### src/rtl/gpio_pkg.sv
// ----------------------------------------------------------------------------
// gpio_pkg
//
// Purpose: constants shared by the GPIO input-capture and output register
// paths. It holds the pin count, the default synchronizer, debounce
// parameters, and a small helper that sizes the debounce tick counter.
//
// Contents:
//   GPIO_WIDTH             number of GPIO pins
//   GPIO_SYNC_STAGES       default synchronizer depth per pin
//   GPIO_DEBOUNCE_DIV      default sample-tick period in clock cycles
//   GPIO_DEBOUNCE_SAMPLES  default number of equal tick samples to accept a level
//   cnt_width()            counter width able to hold 0..div-1 (at least 1 bit)
// ----------------------------------------------------------------------------
package gpio_pkg;

    localparam int GPIO_WIDTH            = 32;
    localparam int GPIO_SYNC_STAGES      = 2;
    localparam int GPIO_DEBOUNCE_DIV     = 16;
    localparam int GPIO_DEBOUNCE_SAMPLES = 3;

    // A divider of 1 still needs a 1-bit counter so the port widths stay legal.
    function automatic int cnt_width(input int div);
        return (div > 1) ? $clog2(div) : 1;
    endfunction

endpackage

### src/rtl/gpio_synchronizer.sv
// ----------------------------------------------------------------------------
// gpio_synchronizer
//
// Purpose: a multi-flop synchronizer that brings asynchronous pad inputs into
// the clk domain. Each bit passes through STAGES flops. All flops clear to 0
// on the synchronous active-low reset.
//
// Ports:
//   clk    in   system clock
//   rst_n  in   synchronous, active-low reset
//   d      in   WIDTH raw asynchronous inputs
//   q      out  WIDTH synchronized outputs (last flop of the chain)
// ----------------------------------------------------------------------------
module gpio_synchronizer
    import gpio_pkg::*;
#(
    parameter int WIDTH  = GPIO_WIDTH,
    parameter int STAGES = GPIO_SYNC_STAGES
) (
    input  logic             clk,
    input  logic             rst_n,
    input  logic [WIDTH-1:0] d,
    output logic [WIDTH-1:0] q
);

    // sync_p[0] is the metastability-catching flop; sync_p[STAGES-1] is the
    // settled output.
    logic [STAGES-1:0][WIDTH-1:0] sync_p;

    always_ff @(posedge clk) begin
        if (!rst_n) begin
            sync_p <= '0;
        end else begin
            sync_p <= {sync_p[STAGES-2:0], d};
        end
    end

    assign q = sync_p[STAGES-1];

endmodule

### src/rtl/gpio_input_capture.sv
// ----------------------------------------------------------------------------
// gpio_input_capture
//
// Purpose: the input side of the GPIO block. It synchronizes and debounces
// the pad inputs and detects rising and falling edges on the debounced level.
// It latches enabled edges into a sticky, write-1-to-clear status register
// and drives one masked interrupt line.
//
// Ports:
//   clk_i              in   system clock
//   rst_ni             in   synchronous, active-low reset
//   gpio_pins_i        in   WIDTH raw asynchronous pad inputs
//   gpio_direction_i   in   WIDTH 1 = pin is an output (no edge capture)
//   gpio_rise_en_i     in   WIDTH rising-edge capture enable
//   gpio_fall_en_i     in   WIDTH falling-edge capture enable
//   gpio_irq_mask_i    in   WIDTH 1 = status bit drives gpio_irq_o
//   gpio_irq_clr_i     in   WIDTH one-cycle write-1-to-clear strobe
//   gpio_input_o       out  WIDTH debounced pin level (all pins)
//   gpio_irq_status_o  out  WIDTH sticky edge status
//   gpio_irq_o         out  OR of status & mask
// ----------------------------------------------------------------------------
module gpio_input_capture
    import gpio_pkg::*;
#(
    parameter int WIDTH            = GPIO_WIDTH,
    parameter int SYNC_STAGES      = GPIO_SYNC_STAGES,
    parameter int DEBOUNCE_DIV     = GPIO_DEBOUNCE_DIV,
    parameter int DEBOUNCE_SAMPLES = GPIO_DEBOUNCE_SAMPLES
) (
    input  logic             clk_i,
    input  logic             rst_ni,
    input  logic [WIDTH-1:0] gpio_pins_i,
    input  logic [WIDTH-1:0] gpio_direction_i,
    input  logic [WIDTH-1:0] gpio_rise_en_i,
    input  logic [WIDTH-1:0] gpio_fall_en_i,
    input  logic [WIDTH-1:0] gpio_irq_mask_i,
    input  logic [WIDTH-1:0] gpio_irq_clr_i,
    output logic [WIDTH-1:0] gpio_input_o,
    output logic [WIDTH-1:0] gpio_irq_status_o,
    output logic             gpio_irq_o
);

    localparam int              CNT_W   = cnt_width(DEBOUNCE_DIV);
    localparam logic [CNT_W-1:0] TICK_AT = CNT_W'(DEBOUNCE_DIV - 1);

    // ---- stage: pad synchronization ----
    logic [WIDTH-1:0] sync_q;

    gpio_synchronizer #(
        .WIDTH  (WIDTH),
        .STAGES (SYNC_STAGES)
    ) u_sync (
        .clk   (clk_i),
        .rst_n (rst_ni),
        .d     (gpio_pins_i),
        .q     (sync_q)
    );

    // ---- stage: sample tick ----
    // With DEBOUNCE_DIV = 1, TICK_AT is 0. The counter then never leaves 0,
    // so the tick stays high.
    logic [CNT_W-1:0] tick_cnt;
    logic             tick;

    assign tick = (tick_cnt == TICK_AT);

    always_ff @(posedge clk_i) begin
        if (!rst_ni) begin
            tick_cnt <= '0;
        end else if (tick) begin
            tick_cnt <= '0;
        end else begin
            tick_cnt <= tick_cnt + 1'b1;
        end
    end

    // ---- stage: sample history ----
    // window[0] is the sample being taken at this tick, which is the
    // synchronizer output. window[i] is the sample from i ticks earlier. Only
    // the older DEBOUNCE_SAMPLES-1 entries need storage. The newest entry is
    // combinational, so an accepted level appears on the same tick edge that
    // completes the run of equal samples.
    logic [DEBOUNCE_SAMPLES-1:0][WIDTH-1:0] window;

    generate
        if (DEBOUNCE_SAMPLES > 1) begin : g_hist
            logic [DEBOUNCE_SAMPLES-2:0][WIDTH-1:0] hist_p;

            always_ff @(posedge clk_i) begin
                if (!rst_ni) begin
                    hist_p <= '0;
                end else if (tick) begin
                    hist_p <= window[DEBOUNCE_SAMPLES-2:0];
                end
            end

            assign window = {hist_p, sync_q};
        end else begin : g_no_hist
            assign window = sync_q;
        end
    endgenerate

    // ---- stage: debounce, edge detect, status ----
    logic [WIDTH-1:0] all_high;
    logic [WIDTH-1:0] all_low;
    logic [WIDTH-1:0] level_next;
    logic [WIDTH-1:0] rise;
    logic [WIDTH-1:0] fall;
    logic [WIDTH-1:0] status_set;

    always_comb begin
        all_high = '1;
        all_low  = '1;
        for (int i = 0; i < DEBOUNCE_SAMPLES; i++) begin
            all_high &= window[i];
            all_low  &= ~window[i];
        end

        // On a tick, a bit whose window is unanimous takes that value. Other
        // bits hold.
        level_next = gpio_input_o;
        if (tick) begin
            level_next = (gpio_input_o | all_high) & ~all_low;
        end

        rise       = level_next & ~gpio_input_o;
        fall       = ~level_next & gpio_input_o;
        status_set = ((rise & gpio_rise_en_i) | (fall & gpio_fall_en_i))
                     & ~gpio_direction_i;
    end

    // A set is ORed in after the clear is applied, so a set on the same edge
    // as a clear leaves the bit at 1.
    always_ff @(posedge clk_i) begin
        if (!rst_ni) begin
            gpio_input_o      <= '0;
            gpio_irq_status_o <= '0;
        end else begin
            gpio_input_o      <= level_next;
            gpio_irq_status_o <= (gpio_irq_status_o & ~gpio_irq_clr_i) | status_set;
        end
    end

    assign gpio_irq_o = |(gpio_irq_status_o & gpio_irq_mask_i);

endmodule

### config.mk
export PLATFORM = sky130hd
export DESIGN_NAME = gpio_input_capture
export DESIGN_NICKNAME = d
export VERILOG_FILES = /design/src/rtl/gpio_pkg.sv /design/src/rtl/gpio_synchronizer.sv /design/src/rtl/gpio_input_capture.sv
export SDC_FILE = /design/constraint.sdc
export NUM_CORES = 1
export LEC_CHECK = 0
export BUFFER_PORTS_ARGS = -buffer_cell sky130_fd_sc_hd__clkbuf_2
export CAP_MARGIN = 30
export CORE_ASPECT_RATIO = 0.8
export CORE_MARGIN = 4
export CORE_UTILIZATION = 56
export CTS_BUF_LIST = sky130_fd_sc_hd__clkbuf_2
export DETAILED_ROUTE_END_ITERATION = 8
export PLACE_DENSITY_LB_ADDON = 0.3
export SETUP_SLACK_MARGIN = 0.15
export SLEW_MARGIN = 20
export SYNTH_ARGS = -nofsm -noshare
export SYNTH_HDL_FRONTEND = slang
export SYNTH_SLANG_ARGS = --single-unit
### constraint.sdc
create_clock -name clk_i -period 2.9 [get_ports clk_i]
set_clock_uncertainty 0.05 [all_clocks]
set_input_delay 0.29 -clock clk_i [delete_from_list [all_inputs] [get_ports clk_i]]
set_output_delay 0.29 -clock clk_i [all_outputs]
set_load 0.05 [all_outputs]
# Word level (Yosys, flattened, before mapping)
# Index checks and enable logic that the tools add are counted.
# W data, S select, Z words.
dict set report word_totals {
  ff_bits 196
  in_bits 194
  word_cells 36
  out_inout_bits 65
}
dict set report classes {
  n_bitwise 24
  muxes 1
  reduce_logical 2
  add_sub_neg 1
  eq_ne 1
}
# op count
set ops {}
lappend ops {{$and A32 B32 Y32} 12}
lappend ops {{$not A32 Y32} 8}
lappend ops {{$or A32 B32 Y32} 3}
lappend ops {{$mux W32} 1}
lappend ops {{$reduce_or A32 Y1} 1}
lappend ops {{$add A4 B1 Y4 const B} 1}
lappend ops {{$eq A4 B4 Y1 const B} 1}
lappend ops {{$reduce_or A2 Y1} 1}
lappend ops {{$not A1 Y1} 1}

# Depth between registers and ports, before layout
# Gate-level depths: netlist of run 1.
dict set report logic_depth {
  word_depth 12
  ltp_mapped 7
  mapped_depth_nobuf 4
}

# Cells and area by module
# A second synthesis of run 1 with hierarchy kept.
dict set report unflattened {
  hier_cells 854
  area_unflattened_um2 8192.9
}
# module area_per_inst_um2 cells_each n_inst seq_area_each_um2
set by_module_without_submodules {}
lappend by_module_without_submodules {gpio_input_capture 6160.9 688 1 2642.5}
lappend by_module_without_submodules {gpio_synchronizer 2031.9 166 1 1281.2}

# Worst setup path before layout of run 1
# No wires, ideal clock.
dict set report synth_timing {
  path_type {register to output}
  from {register gpio_irq_status_o[8]}
  to {output gpio_irq_o}
  t_required_ns 2.560
  path_stages_with_launch 4
  n_path_buf 0
  path_slack_ns 0.996
  arrival_time_ns 1.564
  cell_sequence {dfxtp_1 > a22oi_1 > nand4_1 > or4_1}
}
dict set report synth_between {
  elab_chain_len 2
}
# element line
set synth_lines {}
lappend synth_lines {{start: declaration} gpio_input_capture.sv:39} ;# output logic [WIDTH-1:0] gpio_irq_status_o,
lappend synth_lines {{start signal: assignment} gpio_input_capture.sv:140} ;# gpio_irq_status_o <= (gpio_irq_status_o & ~gpio_irq_clr_i) | status_set;
lappend synth_lines {{$and A32 B32 Y32} gpio_input_capture.sv:144} ;# assign gpio_irq_o = |(gpio_irq_status_o & gpio_irq_mask_i);
lappend synth_lines {{$reduce_or A32 Y1} gpio_input_capture.sv:144}
lappend synth_lines {{end: declaration} gpio_input_capture.sv:40} ;# output logic gpio_irq_o
# No other way between the ends.

# Worst setup path after layout of run 1
dict set report layout_timing {
  from {register gpio_irq_status_o[2]}
  to {output gpio_irq_o}
}
# Same word-level chain as after synthesis.

==> results.md, run 1 <==
- Post-synth cell types: 28
- Clk network pwr share: a little under a third
- Setup tns final: 0 ns
- DRT Wirelength: roughly 23000 µm
- Fraction of registers with async set or reset after synthesis: 0%
- Hold crit path type: input port to flip-flop
- CTS Buf Count: 17
- Leak Pwr: ~0.0042 µW
- # port buffers: approximately 260
- Worst slew pin tran: between 0.6 and 0.7 ns
- Tcrit/Tclk final: approximately nine tenths
- Number of inserted diodes: 0
- Core Region: 0.01350 mm²
- Slew headroom: a little under three fifths
- Internal power: between 3000 and 4000 µW
- Cell Rows: 38
- Psw: 1068 µW
- GRT Util Overall: 28.91%
- Crit-path cells: a22oi_2, nand4_1, or4_1, buf_6
- Crit path time final: approximately 2.6 ns
- TritonCTS Sinks: 196
- Highest clock rate: 378.3 MHz
- # setup viols final: 0
- Top cell type by total area after synthesis: dfxtp_1
- CTS tree: yes
- Combinational power share: ~7.0%
- Most frequent cell after synthesis: dfxtp_1
- Via density: between 5 and 6
- DR iter-0 viols: around 530
- Max Buffers Root-to-Sink: 2
- Initial antenna violation count: 0
- Clk Latency, worst-skew pair: about 0.77 ns
- Clk Tree Root Cell: clkbuf_2
- Critical Path Max Stage Delay: 0.52 ns
- Main synth FF type: dfxtp_1
- Net Sw Frac: about a quarter
- Worst-path maximum fanout: 3
- Initial Util: around 57%
- Mapped Cells: roughly 800
- Sequential Power Share: 61.8%
- Max VDD drop: around 350 µV
- Layout cells sized above 1: a little over a quarter
- Worst path arrival time: around 2.3 ns
- CP max-delay cell: or4_1
- Synth area leaders: dfxtp_1 (51%), nand2_1 (6.2%), and2_1 (5.2%)
- Power per standard cell area: 433.4 mW/mm²
- Post-route DRC: 0
- First-pass GRT wire length: 36940 µm
- Status: finished clean
- Vias post-DR: approximately 8000
- Critical Path End Type: primary output
- Clock Pin Slew Worst Setup and Hold Paths: around 0.27 ns
- Die width: approximately 140 µm
- Die area: 0.01573 mm²
- EDFF count, synth: 0
- Synth warn: 0
- Post-synth top cells: dfxtp_1 (196), nand2_1 (128), a21oi_1 (66)
- Drt pass-1 iters: 5
- CP startpoint kind: flip-flop
- Wire length per cell: around 17 µm
- Post-layout nets: ~1400
- Die outline height: 113.0 µm
- CP Class: flip-flop to primary output
- RSZ-0062 raised after global routing: no
- Post-CTS Setup Bufs: 0
- Synthesized cell area: between 0.007 and 0.008 mm²
- Pins Over Slew Limit: 0
- Routability Congestion: between 0.8 and 0.9
- DP HPWL: between 10000 and 15000 µm
- Antenna-violating nets left: 0
- GR Overflow Total: 0
- Pin count of the biggest net entering global routing: slightly above 70
- Overall power: about 4500 µW
- Max-cap violations: 0
- Hold Vio Cnt, Final: 0
- I/O Pins: 259
- Share of the synthesized area in the top cell type: about half
- Seq/Total Area, Yosys: between 50% and 60%
- Syn Nets: approximately 1000
- Vias in the first global route: around 7400
- Area grow syn2layout: 34.28%
- FF+latch count, synth: 196
- Critical Path RT: roughly 2.6 ns
- H-tree depth: 4
- Synthesized area per cell: about 9.4 µm²
[cell families (layout without fill, tap and decap cells)]
group | after synthesis | in the layout | synth area share [%]
AND/OR/NAND/NOR | 363 | 363 | 27.94
AO/OA/AOI/OAI | 211 | 211 | 17.33
flip-flops | 196 | 196 | 50.88
buffers and inverters | 51 | 398 | 3.585
adder cells (fa/ha/maj) | 1 | 1 | 0.1622
XOR/XNOR | 1 | 1 | 0.1136
[power by group through the flow]
| stage | clock [µW] | combinational [µW] | sequential [µW] |
|---|---|---|---|
| 2_1_floorplan | 0 | 80.3 | 2820 |
| 3_3_place_gp | 0 | 232 | 2820 |
| 3_5_place_dp | 0 | 234 | 2830 |
| 4_1_cts | 1420 | 306 | 2780 |
| 5_1_grt | 1530 | 342 | 2780 |
| 6_report | 1400 | 316 | 2780 |
[flip-flops by register name, summed over array words and instances (netlist names)]
| register | flops |
|---|---|
| tick_cnt | 4 |
| u_sync.q | 32 |
| gpio_input_o | 32 |
| gpio_irq_status_o | 32 |
| u_sync.sync_p | 32 |
| g_hist.hist_p | 64 |
[metal layers]
layer	up-vias	share of wire, %	GRT usage (%)	routed length, µm
li1	3763	-	-	-
met1	3691	41	35.64	9436
met2	326	49	48.82	11280
met3	64	7.5	6.760	1744
met4	0	3.4	12.65	794
met5	-	0	0	0
[through the flow]
step           utilization [%]  area, µm²  hold WS (ns)  instances  setup slack (ns)
2_1_floorplan                -       7712        0.3447        823            0.9965
3_3_place_gp             67.25       9081        0.3630       1221            0.9272
3_5_place_dp             67.25       9081        0.3669       1221            0.9026
4_1_cts                  76.44      10320        0.1168       1350            0.1544
5_1_grt                  76.70      10360        0.1435       1350            0.1682
6_report                 76.70      10360        0.1773       1350            0.2569
[cell usage in the layout, fill, tap and decap left out, types with 3 or more instances in the layout]
master,synthesis,final
nand3b_1,32,32
buf_4,3,7
nor4b_1,32,32
o41ai_1,32,32
nand2_1,128,128
a22oi_1,48,41
a31oi_1,32,32
dfxtp_2,0,3
dfxtp_1,196,191
a21oi_1,66,66
nor3_1,33,33
clkbuf_2,0,275
and4b_1,32,32
o21ai_0,33,33
dlygate4sd3_1,0,97
bufinv_16,0,3
buf_12,0,3
a22oi_2,0,7
and2_1,64,64
nand4_1,4,4
nor4_1,32,32
clkinv_1,0,3
[layout make-up]
cell class              instances  area [µm²]
fillers                       947        3147
repair buffers                364        2376
multi-input cells             576        3560
flip-flops and latches        196        3935
clock inverters                13       156.4
inverters                       2       8.758
clock buffers                  19       95.09
well taps                     180       225.2
[worst max-delay path: cells and delay by family, from the launching register on]
family                 cells  cell delay [ns]
buffers and inverters      1             0.18
AND/OR/NAND/NOR            2             0.71
AO/OA/AOI/OAI              1             0.23
flip-flops                 1             0.42
[path summary, 6_finish.rpt]
path / endpoint / slack (ns) / startpoint / cells past startpoint
worst max register to register: gpio_irq_status_o[17] / 0.42 / tick_cnt[0] / 5
worst max-delay path: gpio_irq_o / 0.26 / gpio_irq_status_o[2] / 4
worst min register to register: u_sync.q[2] / 0.40 / u_sync.sync_p[2] / 1
worst min-delay path: u_sync.sync_p[4] / 0.18 / gpio_pins_i[4] / 3
[repair_timing]
| item | 4_1_cts | 5_1_grt |
|---|---|---|
| resized for setup | 4 | 13 |
| cloned | 0 | 0 |
| endpoints found under the setup margin | 1 | 1 |
| hold endpoints to repair | 74 | 0 |
| pin swaps | 0 | 1 |
| hold buffers | 97 | 0 |
(Power assumes the default switching activity.)
==> inputs of run 2 (changes only) <==
PLACE_DENSITY = 0.85   (was default)
PLACE_DENSITY_LB_ADDON = default   (was 0.3)
SLEW_MARGIN = default   (was 20)
==> run 2 against run 1 <==
Compared with the run above: sequential power about the same; non-clock buffer count is 8 higher; clock power down 6%; register-to-register slack lost 0.18 ns; first-iteration DRC count is 1.9% lower; count of clock-buffer cells in the layout is 2 lower; sequential share of layout area decreased by 0.25 points; critical path depth increased by 2.
==> results.md, run 2 (same netlist as run 1, synthesis figures left out) <==
- Critical Path RT: roughly 3.5 ns
- Met3 Routed Length: 1775 µm
- CP startpoint kind: flip-flop
- Vias in the first global route: roughly 7700
- Number of flip-flops in the largest register: between 60 and 70
- Max VDD drop: between 300 and 400 µV
- Setup WS pre-CTS: between 0.6 and 0.7 ns
- # setup viols final: 0
- Layout cells sized above 1: approximately a quarter
- Hold depth: 3
- Cell Rows: 38
- Worst path arrival time: roughly 3.3 ns
- Slew headroom: 61.88%
- # port buffers: between 200 and 300
- Max Buffers Root-to-Sink: 2
- Top sig layer: met4
- CTS tree: yes
- Critical Path End Type: flip-flop
- Leak Pwr: around 0.0043 µW
- Die outline height: roughly 110 µm
- Final hold slack: about 0.21 ns
- Tcrit/Tclk final: just over 90%
- Largest register by flop count: g_hist.hist_p
- Core Region: ~0.014 mm²
- Clock Pin Slew Worst Setup and Hold Paths: approximately 0.30 ns
- Number of inserted diodes: 0
- Power per standard cell area: 423.7 mW/mm²
- Pins Over Slew Limit: 0
- Filler cells: approximately 900
- Initial antenna violation count: 0
- First-pass GRT wire length: ~38000 µm
- Hold Vio Cnt, Final: 0
- Antenna-violating nets left: 0
- Vias post-DR: between 7000 and 8000
- Post-route DRC: 0
- Max-cap violations: 0
- DP HPWL: 15060 µm
- R2R Setup Slk: roughly 0.24 ns
- Setup tns final: 0 ns
- Worst-path maximum fanout: 59
- Worst Slack Setup Final: between 0.2 and 0.25 ns
- Worst Reg-to-Reg Cells: 6
- DR iter-0 viols: 519
- Crit path time final: 2.657 ns
- Routability Congestion: a little under 0.9
- Commonest non-fill, non-tap cells in the layout: clkbuf_2 (273), dfxtp_1 (191), nand2_1 (128)
- Via density: 5.771
- Wire length per cell: ~17 µm
- Area grow syn2layout: 35.09%
- CTS Buf Count: 17
- Commonest non-fill, non-tap cell in the layout: clkbuf_2
- Wire length on met2: approximately 12000 µm
- GRT Util Overall: roughly 29%
- TritonCTS Sinks: roughly 200
- Worst slew pin tran: about 0.57 ns
- # placed instances: 1221
- Pin count of the biggest net entering global routing: just over 70
- RSZ-0062 raised after global routing: yes
- Die width: roughly 140 µm
- Post-layout nets: 1360
- Hold crit path type: input port to flip-flop
- Die area: 0.01573 mm²
- Highest clock rate: between 300 and 400 MHz
- Drt pass-1 iters: 7
- Met1 Wirelength: roughly 9500 µm
- Clk Latency, worst-skew pair: between 0.7 and 0.8 ns
- Initial Util: 57.12%
- I/O Pins: ~260
- Clk Tree Root Cell: clkbuf_2
- CP Class: flip-flop to flip-flop
- Final non-filler cell total: around 1400
- Status: finished clean
- H-tree depth: 4
- DRT Wirelength: between 20000 and 25000 µm
- Finished Core Util: between 70 and 80%
- GR Overflow Total: 0
==> run 2: changes by cell type in the layout (fill, tap and decap cells not counted), moves of 2 or more <==
| cell | delta |
|---|---|
| bufinv_16 | -2 |
| clkbuf_2 | -2 |
| dlygate4sd3_1 | +7 |
| inv_8 | +4 |
==> run 2: cell type report <==
type / count / area (µm²) / share of cell area [%]
flip-flops and latches: 196 / 3933 / 37.74
multi-input cells: 576 / 3572 / 34.29
repair buffers: 372 / 2449 / 23.50
well taps: 180 / 225.2 / 2.162
clock inverters: 15 / 146.4 / 1.405
clock buffers: 17 / 85.08 / 0.8166
inverters: 2 / 8.758 / 0.08406
==> run 2: worst paths after layout <==
check,start,endpoint
hold reg to reg,u_sync.sync_p[30],u_sync.q[30]
setup reg to reg,tick_cnt[0],gpio_irq_status_o[27]
hold / removal,gpio_pins_i[15],u_sync.sync_p[15]
setup / recovery,tick_cnt[0],gpio_irq_status_o[27]
==> run 2: metal layers <==
metal	vias to the layer above	global-route usage, %
met5	-	0
met4	0	11.41
met3	45	7.900
met2	329	49.89
met1	3677	34.89
li1	3786	-
==> run 2: power by group <==
part	switching [µW]	internal [µW]
clock	978	337
sequential	30.2	2750
combinational	126	195
==> run 2: worst max-delay path, stage by stage, from the launching register on <==
cell	delay, ns
dfxtp_1	0.43
ha_1	0.30
nand3_4	0.23
buf_8	0.29
buf_4	0.28
o41ai_1	0.43
dlygate4sd3_1	0.60
==> run 2: stage by stage <==
step           area (µm²)  power (µW)
2_1_floorplan        7712        2898
3_3_place_gp         9069        3054
3_5_place_dp         9069        3058
4_1_cts             10340        4427
5_1_grt             10420        4607
6_report            10420        4414
==> run 2: timing repair <==
| action | in CTS | in global routing |
|---|---|---|
| gates resized for setup | 1 | 20 |
| hold endpoints to repair | 78 | 0 |
| setup buffers | 0 | 1 |
| hold buffers | 104 | 0 |
| setup endpoints to repair | 1 | 7 |
| pin swaps | 0 | 1 |
==> inputs of run 3 (changes only) <==
PLACE_DENSITY = 0.88   (was 0.85)
==> run 3 against run 2 <==
Compared with the run above: count of clock-buffer cells in the layout grew 3; worst setup slack better by 0.020 ns; final cell count about the same; critical path type is now flip-flop to primary output.
==> results.md, run 3 (same netlist as run 1, synthesis figures left out) <==
- Status: finished clean
- Psw: approximately 1000 µW
- TritonCTS Sinks: 196
- First-pass GRT wire length: ~38000 µm
- Die area: between 0.015 and 0.02 mm²
- Critical Path End Type: primary output
- Post-route DRC: 0
- Antenna-violating nets left: 0
- Pins Over Slew Limit: 0
- CP Class: flip-flop to primary output
- Worst setup startpoint: gpio_irq_status_o[5]
- Commonest non-fill, non-tap cells in the layout: clkbuf_2 (276), dfxtp_1 (195), nand2_1 (128)
- Pin count of the biggest net entering global routing: between 90 and 100
- Routability Congestion: roughly 0.84
- # setup viols final: 0
- Global route hottest layer: met2
- DRT Wirelength: 24050 µm
- Clock Pin Slew Worst Setup and Hold Paths: between 0.2 and 0.3 ns
- Crit-path cells: a22oi_2, nand4_1, or4_4, buf_6
- Die width: 139.2 µm
- FF-to-FF End: gpio_irq_status_o[24]
- Area grow syn2layout: 34.86%
- Worst path arrival time: 2.30 ns
- Hold Vio Cnt, Final: 0
- Initial antenna violation count: 0
- Initial Util: a little under three fifths
- Internal power: roughly 3300 µW
- Clk Tree Root Cell: clkbuf_2
- Vias in the first global route: roughly 7700
- Hold crit path type: input port to flip-flop
- GR Util met3: under 10%
- Power per standard cell area: between 400 and 500 mW/mm²
- H-tree depth: 4
- Net Sw Frac: between 20% and 30%
- Crit path time final: between 2 and 3 ns
- DP HPWL: 15280 µm
- Cell Rows: 38
- Max VDD drop: ~380 µV
- Worst-path maximum fanout: 3
- Wire length per cell: approximately 18 µm
- CP max-delay cell: or4_4
- Critical Path Max Stage Delay: between 0.5 and 0.6 ns
- Sequential Power Share: between 60% and 70%
- Number of inserted diodes: 0
- Clk Latency, worst-skew pair: around 0.76 ns
- Die outline height: between 100 and 150 µm
- Combinational power share: approximately 7.5%
- Grt met1 use: between 30% and 40%
- Layout cells sized above 1: a little over a quarter
- Leak Pwr: around 0.0042 µW
- Number of flip-flops in the largest register: 64
- Vias post-DR: ~8000
- I/O Pins: around 260
- Worst slew pin tran: 0.8424 ns
- Setup tns final: 0 ns
- Clk network pwr share: 28.9%
- Worst Reg-to-Reg Cells: 5
- DR iter-0 viols: about 630
- Final hold slack: between 0.2 and 0.25 ns
- R2R Setup Slk: ~0.44 ns
- Max Buffers Root-to-Sink: 2
- Hold depth: 3
- Largest register by flop count: g_hist.hist_p
- Max-cap violations: 0
- CTS tree: yes
- Critical Path RT: around 2.6 ns
- Core Region: between 0.01 and 0.015 mm²
- GRT Util Overall: 29.64%
- # port buffers: 258
- Drt pass-1 iters: 6
- Slew headroom: approximately 44%
- GR Overflow Total: 0
- CP startpoint kind: flip-flop
- CTS Buf Count: 17
- Min-Delay Endpoint: u_sync.sync_p[19]
- Beginning of the worst register-to-register path: tick_cnt[0]
- Commonest non-fill, non-tap cell in the layout: clkbuf_2
- Hold path startpoint: gpio_pins_i[19]
- RSZ-0062 raised after global routing: yes
- Via density: just under 6
- Post-layout nets: roughly 1400
- Highest clock rate: around 380 MHz
- Met2 global-route usage: between 50% and 60%
- Tcrit/Tclk final: between 90% and 100%
- Post-CTS Setup Bufs: 0
-- run 3: cell types whose count changed in the layout (fill, tap and decap cells not counted), sizes merged --
cell and change:
clkinvlp +2, bufinv +1, dlygate4sd3 +2, inv -6, clkinv -1, clkbuf +3, buf -2
-- run 3: layout make-up --
| class | instances | area (µm²) |
|---|---|---|
| Fill cell | 884 | 3102 |
| Multi-Input combinational cell | 576 | 3568 |
| Clock buffer | 20 | 100.1 |
| Tap cell | 180 | 225.2 |
| Inverter | 2 | 8.758 |
| Clock inverter | 11 | 112.6 |
| Sequential cell | 196 | 3928 |
| Timing Repair Buffer | 372 | 2459 |
-- run 3: worst max path at each step --
stage	slack [ns]	to
finish	0.26	gpio_irq_o
global route	0.14	gpio_irq_o
CTS	0.15	gpio_irq_o
detailed placement	0.86	gpio_irq_status_o[31]
global placement	0.84	gpio_irq_status_o[9]
floorplan	1.0	gpio_irq_o
-- run 3: through the flow --
stage / util [%] / setup WS [ns] / power [µW] / instances / area [µm²]
after global routing: 77.03 / 0.1416 / 4530 / 1357 / 10400
final: 77.03 / 0.2624 / 4368 / 1357 / 10400
after floorplan: - / 0.9965 / 2898 / 823 / 7712
after global placement: 67.20 / 0.8393 / 3054 / 1220 / 9074
after CTS: 76.85 / 0.1538 / 4361 / 1357 / 10380
after detailed placement: 67.20 / 0.8551 / 3061 / 1220 / 9074
-- run 3: power groups by stage --
stage               Sequential [µW]  Combinational (µW)  Clock (µW)
detailed placement             2830                 234           0
floorplan                      2820                80.3           0
finish                         2780                 327        1260
CTS                            2780                 315        1270
global route                   2780                 354        1390
global placement               2820                 230           0
-- run 3: repair_timing --
action                                  in CTS  in global routing
hold endpoints to repair                    83                  0
pin swaps                                    0                  2
gates resized for setup                      6                  9
endpoints found under the setup margin       1                  1
hold buffers                               106                  0
-- run 3: layer usage --
metal / up-vias / share of wire, %
li1: 3767 / -
met1: 3778 / 39
met2: 371 / 49
met3: 71 / 8.1
met4: 0 / 3.6
met5: - / 0
-- run 3: worst max-delay path, delay by kind of cell (launching register included) --
family / cells / cell delay [ns]
compound gates: 1 / 0.29
flops: 1 / 0.42
buf+inv: 1 / 0.17
simple gates: 2 / 0.67
